### config.mk
export PLATFORM = sky130hd
export DESIGN_NAME = invalidate_queue
export DESIGN_NICKNAME = d
export VERILOG_FILES = /design/src/rtl/invalidate_queue_pkg.sv /design/src/rtl/invalidate_queue_inv_fifo.sv /design/src/rtl/invalidate_queue.sv
export SDC_FILE = /design/constraint.sdc
export NUM_CORES = 1
export LEC_CHECK = 0
export ABC_AREA = 1
export BUFFER_PORTS_ARGS = -buffer_cell sky130_fd_sc_hd__buf_2
export CORE_ASPECT_RATIO = 1.5
export CORE_MARGIN = 2
export CORE_UTILIZATION = 55
export CTS_CLUSTER_DIAMETER = 40
export CTS_CLUSTER_SIZE = 16
export DETAILED_ROUTE_END_ITERATION = 10
export GPL_TIMING_DRIVEN = 0
export MAX_ROUTING_LAYER = met4
export PLACE_DENSITY = 0.78
export SYNTH_ARGS = -nofsm -noshare
export SYNTH_HDL_FRONTEND = slang
export SYNTH_SLANG_ARGS = --single-unit
### constraint.sdc
create_clock -name clock -period 3.3 [get_ports clock]
set_input_delay 0.495 -clock clock [delete_from_list [all_inputs] [get_ports clock]]
set_output_delay 0.495 -clock clock [all_outputs]
set_load 0.1 [all_outputs]
### src/rtl/invalidate_queue_pkg.sv
// Shared types and helpers for the invalidate queue: FSM states and the
// saturating hit counter.
package invalidate_queue_pkg;

    localparam int CNT_W = 16;
    localparam logic [CNT_W-1:0] CNT_MAX = '1;

    typedef enum logic [1:0] {
        INVQ_IDLE   = 2'd0,
        INVQ_LOOKUP = 2'd1,
        INVQ_CLEAR  = 2'd2
    } invq_state_t;

    function automatic logic [CNT_W-1:0] sat_inc(input logic [CNT_W-1:0] value);
        return (value == CNT_MAX) ? value : value + 1'b1;
    endfunction

endpackage

### src/rtl/invalidate_queue_inv_fifo.sv
// Circular FIFO of cache-line addresses; also exposes every slot and its
// valid bit so the owner can compare against all queued lines at once.
module inv_fifo
    import invalidate_queue_pkg::*;
#(
    parameter int DEPTH = 4,
    parameter int WIDTH = 14
) (
    input  logic                   clock,
    input  logic                   reset,
    input  logic                   push,
    input  logic                   pop,
    input  logic [WIDTH-1:0]       din,
    output logic [WIDTH-1:0]       head,
    output logic                   full,
    output logic                   empty,
    output logic [DEPTH-1:0]       entry_valid,
    output logic [DEPTH*WIDTH-1:0] entries
);

    localparam int PTR_W = $clog2(DEPTH);

    logic [WIDTH-1:0] mem [DEPTH];
    logic [PTR_W-1:0] wr_ptr;
    logic [PTR_W-1:0] rd_ptr;
    logic [PTR_W:0]   count;
    logic             do_push;
    logic             do_pop;

    assign full    = (count == (PTR_W+1)'(DEPTH));
    assign empty   = (count == '0);
    assign do_push = push && !full;
    assign do_pop  = pop && !empty;
    assign head    = mem[rd_ptr];

    // Pointers wrap naturally because DEPTH is a power of two.
    always_ff @(posedge clock) begin
        if (reset) begin
            wr_ptr      <= '0;
            rd_ptr      <= '0;
            count       <= '0;
            entry_valid <= '0;
        end else begin
            if (do_push) begin
                wr_ptr              <= wr_ptr + 1'b1;
                entry_valid[wr_ptr] <= 1'b1;
            end
            if (do_pop) begin
                rd_ptr              <= rd_ptr + 1'b1;
                entry_valid[rd_ptr] <= 1'b0;
            end
            if (do_push && !do_pop)
                count <= count + 1'b1;
            else if (do_pop && !do_push)
                count <= count - 1'b1;
        end
    end

    always_ff @(posedge clock) begin
        if (do_push)
            mem[wr_ptr] <= din;
    end

    for (genvar i = 0; i < DEPTH; i++) begin : g_flat
        assign entries[i*WIDTH +: WIDTH] = mem[i];
    end

endmodule

### src/rtl/invalidate_queue.sv
// Per-cache invalidate queue: buffers coherence invalidates and drains them
// into the tag array around CPU traffic. Optional INVQ_MERGE_EN drops pushes
// whose line is already queued.
module invalidate_queue
    import invalidate_queue_pkg::*;
#(
    parameter int ADDR_W   = 16,
    parameter int OFFSET_W = 2,
    parameter int INDEX_W  = 6,
    parameter int DEPTH    = 4,
    localparam int TAG_W   = ADDR_W - INDEX_W - OFFSET_W
) (
    input  logic               clock,
    input  logic               reset,
    input  logic               inv_valid,
    input  logic [ADDR_W-1:0]  inv_addr,
    output logic               inv_ready,
    input  logic               cpu_tag_busy,
    input  logic [ADDR_W-1:0]  cpu_addr,
    output logic               inv_pending,
    output logic               tag_rd_en,
    output logic [INDEX_W-1:0] tag_rd_index,
    input  logic [TAG_W-1:0]   tag_rd_tag,
    input  logic               tag_rd_valid,
    output logic               tag_clr_en,
    output logic [INDEX_W-1:0] tag_clr_index,
    output logic [CNT_W-1:0]   inv_hit_count
);

    localparam int LINE_W = ADDR_W - OFFSET_W;

    invq_state_t state, next_state;

    logic [LINE_W-1:0]       push_line;
    logic [LINE_W-1:0]       cpu_line;
    logic [LINE_W-1:0]       head_line;
    logic [INDEX_W-1:0]      head_index;
    logic [TAG_W-1:0]        head_tag;
    logic                    fifo_push;
    logic                    fifo_pop;
    logic                    full;
    logic                    empty;
    logic [DEPTH-1:0]        entry_valid;
    logic [DEPTH*LINE_W-1:0] entries;
    logic                    pending_hit;
    logic                    merge_hit;
    logic                    lookup_hit;
    logic                    cnt_inc;
    logic                    unused_offset;

    // Offsets never take part in invalidation, so only the line is stored.
    assign push_line     = inv_addr[ADDR_W-1:OFFSET_W];
    assign cpu_line      = cpu_addr[ADDR_W-1:OFFSET_W];
    assign unused_offset = ^{inv_addr[OFFSET_W-1:0], cpu_addr[OFFSET_W-1:0]};
    assign head_index    = head_line[INDEX_W-1:0];
    assign head_tag      = head_line[LINE_W-1:INDEX_W];

    assign inv_ready     = !full;
    assign inv_pending   = pending_hit;
    assign tag_rd_index  = head_index;
    assign tag_clr_index = head_index;
    assign lookup_hit    = tag_rd_valid && (tag_rd_tag == head_tag);

    // The head stays in the FIFO until popped, so LOOKUP/CLEAR entries are covered.
    always_comb begin
        pending_hit = 1'b0;
        merge_hit   = 1'b0;
        for (int i = 0; i < DEPTH; i++) begin
            if (entry_valid[i] && (entries[i*LINE_W +: LINE_W] == cpu_line))
                pending_hit = 1'b1;
            if (entry_valid[i] && (entries[i*LINE_W +: LINE_W] == push_line))
                merge_hit = 1'b1;
        end
    end

`ifdef INVQ_MERGE_EN
    assign fifo_push = inv_valid && inv_ready && !merge_hit;
`else
    assign fifo_push = inv_valid && inv_ready;
    logic unused_merge;
    assign unused_merge = merge_hit;
`endif

    inv_fifo #(
        .DEPTH (DEPTH),
        .WIDTH (LINE_W)
    ) u_fifo (
        .clock       (clock),
        .reset       (reset),
        .push        (fifo_push),
        .pop         (fifo_pop),
        .din         (push_line),
        .head        (head_line),
        .full        (full),
        .empty       (empty),
        .entry_valid (entry_valid),
        .entries     (entries)
    );

    always_ff @(posedge clock) begin
        if (reset)
            state <= INVQ_IDLE;
        else
            state <= next_state;
    end

    always_comb begin
        next_state = state;
        tag_rd_en  = 1'b0;
        tag_clr_en = 1'b0;
        fifo_pop   = 1'b0;
        cnt_inc    = 1'b0;
        case (state)
            INVQ_IDLE: begin
                if (!empty && !cpu_tag_busy) begin
                    tag_rd_en  = 1'b1;
                    next_state = INVQ_LOOKUP;
                end
            end
            INVQ_LOOKUP: begin
                if (lookup_hit) begin
                    next_state = INVQ_CLEAR;
                end else begin
                    fifo_pop   = 1'b1;
                    next_state = INVQ_IDLE;
                end
            end
            INVQ_CLEAR: begin
                // The CPU owns the port; the clear simply waits for a free cycle.
                if (!cpu_tag_busy) begin
                    tag_clr_en = 1'b1;
                    fifo_pop   = 1'b1;
                    cnt_inc    = 1'b1;
                    next_state = INVQ_IDLE;
                end
            end
            default: next_state = INVQ_IDLE;
        endcase
    end

    always_ff @(posedge clock) begin
        if (reset)
            inv_hit_count <= '0;
        else if (cnt_inc)
            inv_hit_count <= sat_inc(inv_hit_count);
    end

endmodule
Word-level counts from Yosys, hierarchy flattened
Memory sizes are Yosys's and may differ from the RTL's. A register that Yosys moved wholly into a read port is not among the register bits.
Index checks and enable logic that the tools add are counted.
{ "totals": {"ff_bits": 29, "memories": 1, "mem_bits_rw": 56} }
{ "memory_table": {"columns": ["name", "words", "width", "rd", "rd_clocked_by_memory_dff", "write_ports", "line", "rtl"], "rows": [
  ["u_fifo.mem", 4, 14, 5, 1, 1, "invalidate_queue_inv_fifo.sv:23", "logic [WIDTH-1:0] mem [DEPTH];"]
]} }
{ "classes": {"order_cmp": 4, "n_bitwise": 4, "reduce_logical": 23, "add_sub_neg": 5, "eq_ne": 11, "mux": 27} }
{ "op_table": {"columns": ["cell", "count"], "rows": [
  ["== test 14 bit", 4],
  ["adder 16 x 1 -> 16 bit, second input constant", 1],
  ["== test 16 bit, second input constant", 1],
  ["logical AND 1 bit", 13],
  ["two-way mux 1 bit", 13],
  ["two-way mux 4 bit", 3],
  ["two-way mux 2 bit", 5],
  ["== test 8 bit", 1],
  ["less-than comparator 2 x 3 -> 1 bit, second input constant", 2],
  ["two-way mux 3 bit", 2],
  ["one-hot mux 2 bit (3 select lines)", 1],
  ["logical NOT 1 bit", 5],
  ["adder 2 x 1 -> 2 bit, second input constant", 2],
  ["AND 4 bit", 1],
  ["demux 1 bit (select 2 bit)", 2],
  [">= comparator 2 x 1 -> 1 bit, second input constant", 2],
  ["inequality test 2 bit, second input constant", 2],
  ["NOT 4 bit", 1],
  ["bitwise OR 4 bit", 1],
  ["AND reduction 2 bit", 2],
  ["adder 3 x 1 -> 3 bit, second input constant", 1],
  ["== test 3 bit, second input constant", 1],
  ["logical NOT 3 bit", 1],
  ["subtractor 3 x 1 -> 3 bit, second input constant", 1],
  ["other kinds (6)", 6]
]} }

Logic depth before layout (Yosys ltp)
{ "depth": {"word_depth": 9, "ltp_mapped": 20, "depth_no_buf": 20} }

By module
From an unflattened synthesis, not the netlist that was laid out.
{ "hier_totals": {"hier_cells": 647, "hier_area_um2": 5008.6} }
{ "modules_own_cells": {"columns": ["module", "cells_per_inst", "area_per_inst_um2", "n_inst"], "rows": [
  ["inv_fifo", 234, 2808.9, 1],
  ["invalidate_queue", 413, 2199.6, 1]
]} }

Worst setup path after synthesis
Ideal clock, no wire load.
{ "synth_timing": {"path_type": "reg-to-output", "from": "register (tool-made name)", "to": "output port tag_rd_index[2]", "stages_incl_launch_ff": 7, "setup_slack_ps": -150, "t_arrival_ps": 2955, "path_cell_list": "dfxtp_1 buf_6 buf_6 clkbuf_1 o21ai_0 o22ai_1 buf_4"} }
{ "synth_rtl": {"columns": ["item", "line", "rtl"], "rows": [
  ["end, declared", "invalidate_queue.sv:22", "output logic [INDEX_W-1:0] tag_rd_index,"]
]} }

==> flow_summary.json <==
{
  "worst-r2r-setup-slack_ps": 470,
  "final_common_cell": "nand2_1",
  "dieArea_um2": 9049,
  "initial_core_util_pct": 56.94,
  "drtAntennaViolNets": 0,
  "ir_drop_mv": 0.3915,
  "crit_chain": "buf_6 > buf_6 > clkbuf_1 > o21ai_0 > o22ai_2 > buf_4 > buf_2",
  "cts_setup_buffers": 0,
  "clock_skew_ps": 6.162,
  "cp_common_cell": "buf_6",
  "grt_first_pass_wirelength_um": 18690,
  "syn-num-nets": 576,
  "dr.pass1.iters": 5,
  "ys_seq_area_share_pct": 50.49,
  "routed_wl_um": 11780,
  "startpoint_type": "flip-flop",
  "clk_pin_slew_ps": 60,
  "maxCapViolations": 0,
  "io_pins": 77,
  "initialDrtViolationCount": 350,
  "cp-end-kind": "output port",
  "syn2layout_area_growth_pct": 18.28,
  "tightest_slew_ps": 914.8,
  "power_density_nw_per_um2": 575.2,
  "dp_hpwl_um": 8929,
  "p_sw_share_pct": 34.43,
  "fin_util_pct": 67.34,
  "core_area_um2": 8008,
  "gp_congestion": 1.010,
  "die_x_um": 78.34,
  "h-tree-depth": 3,
  "hold_violations": 0,
  "p_clk_share_pct": 31.8,
  "outcome": "finished, final reports clean",
  "syn_avg_cell_area_um2": 8.819,
  "synth-edff-count": 56,
  "fmax_ghz": 0.3515,
  "ys_ff_latch": 87,
  "p_total_w": 0.003102,
  "ys_async_sr_fraction_pct": 0,
  "die_h_um": 115.5,
  "critical_path.slowest_cell": "buf_2",
  "ctsResizeCount": 0,
  "ctsRootBufferMaster": "clkbuf_16",
  "tns_ps": 0,
  "rsz0062_at_grt": "false",
  "vias_per_cell": 5.663,
  "slew_headroom_pct": 38.95,
  "slew_violations": 0,
  "cts_made_buffers": 9,
  "fin_nets": 659,
  "wl_per_cell_um": 16.59,
  "fin_crit_ps": 2845,
  "worst_ep_arrival_time_ps": 2350,
  "p_leak_nw": 2.238,
  "grt_pass1_vias": 3920,
  "seqPwrFrac_pct": 42.0,
  "ctsHoldBuffers": 0,
  "io_buffer_count": 71,
  "drc": 0,
  "placementRows": 40,
  "cts_tree": "done",
  "setup_ws_ps": 454.8,
  "synth_top_flop_cell": "edfxtp_1",
  "synthCells": 517,
  "grt_start_max_net_pins": 16,
  "fillers": 696,
  "holdWs_ps": 366.2,
  "clockBufferDepth": 2,
  "grt_use_total_pct": 28.15,
  "power_frac_comb_pct": 26.2,
  "yosysWarnings": 0,
  "antenna_found_initial": 0,
  "hp-class": "in -> reg",
  "p_int_w": 0.002034,
  "path_max_fanout": 10,
  "insertion_delay_ps": 340,
  "via_count": 4021,
  "synth.distinct_cells": 36,
  "netlist_area_um2": 4559,
  "cp_slowest_stage_delay_ps": 410,
  "cts.sinks": 87,
  "drive_above_1_share_pct": 20.00,
  "crit_required_ps": 2800,
  "path_class": "reg -> out",
  "finalCritPeriodShare_pct": 86.22,
  "layout_common_cells": "nand2_1, buf_2, inv_1, edfxtp_1, nor2_1",
  "num_antenna_cells": 0,
  "setup_viol": 0,
  "gr-total-overflow": 0,
  "pre_cts_ws_ps": 509.4,
  "power_switching_w": 0.001068
}
state kept, by name, indices dropped and copies added (netlist names), named ones only:
signal	flops
u_fifo.mem	56
u_fifo.rd_ptr	2
u_fifo.wr_ptr	2
inv_hit_count	16
state	2
u_fifo.entry_valid	4
u_fifo.count	3
worst max-delay path: cells and delay by family, from the launching register on:
kind                   cells  cell delay (ps)
DFF                        1              380
buffers and inverters      5             1220
AOI/OAI and AO/OA          2              400
Yosys cell counts, drive strengths merged, types with 5 or more instances:
library cell,instances,area share (%)
nand2,101,8.6
inv,61,5.0
edfxtp,56,37
nor2,54,4.4
o21ai,42,4.6
nand3,36,4.3
dfxtp,31,14
a21oi,23,2.6
o22ai,15,2.1
ha,13,3.6
buf,12,2.2
xor2,12,2.3
nand4,10,1.4
xnor2,9,1.7
nor4,6,0.82
o21a,6,0.99
nor3,5,0.55
path summary, 6_finish.rpt:
path,from,to,cells after the start
worst max register to register,flip-flop,u_fifo.count[2],16
worst min register to register,inv_hit_count[5],inv_hit_count[5],2
worst max-delay path,flip-flop,tag_rd_index[3],7
worst min-delay path,inv_addr[5],u_fifo.mem[0][3],1
metal layers:
metal | track usage, % | vias up | routed length [um] | share of wire, %
met5 | - | - | 0 | 0
met4 | 15.44 | 0 | 589 | 5.0
met3 | 4.283 | 40 | 612 | 5.2
met2 | 52.07 | 178 | 6280 | 53
met1 | 28.09 | 1878 | 4299 | 36
li1 | - | 1925 | - | -
kinds of logic after synthesis:
group / Yosys count / synth area share (%)
and+or+nand+nor: 219 / 21.21
AOI/OAI and AO/OA: 99 / 12.71
DFF: 87 / 50.49
buffers and inverters: 77 / 7.546
xor gates and xnor gates: 21 / 4.034
adders and majority gates: 14 / 4.007
per-stage QoR:
step | instance area, um^2 | std cells
after floorplan | 4599 | 517
final | 5393 | 710
after global placement | 5086 | 693
after global routing | 5393 | 710
after detailed placement | 5094 | 694
after CTS | 5385 | 710
power groups by stage:
| stage | Sequential, W | Clock (W) | Combinational, W |
|---|---|---|---|
| floorplan | 0.00130 | 0 | 0.000642 |
| global placement | 0.00132 | 0 | 0.000784 |
| detailed placement | 0.00132 | 0 | 0.000802 |
| CTS | 0.00130 | 0.000995 | 0.000811 |
| global route | 0.00131 | 0.00104 | 0.000874 |
| finish | 0.00130 | 0.000986 | 0.000814 |
cell type report:
type | instances | area [um^2] | area share [%]
well taps | 105 | 131.4 | 2.436
repair buffers | 72 | 362.8 | 6.729
clock inverters | 6 | 62.56 | 1.160
plain buffers | 16 | 115.1 | 2.135
flip-flops and latches | 87 | 2302 | 42.69
clock buffers | 10 | 229.0 | 4.246
inverters | 61 | 229.0 | 4.246
multi-input cells | 353 | 1961 | 36.36
(Power assumes the default switching activity.)
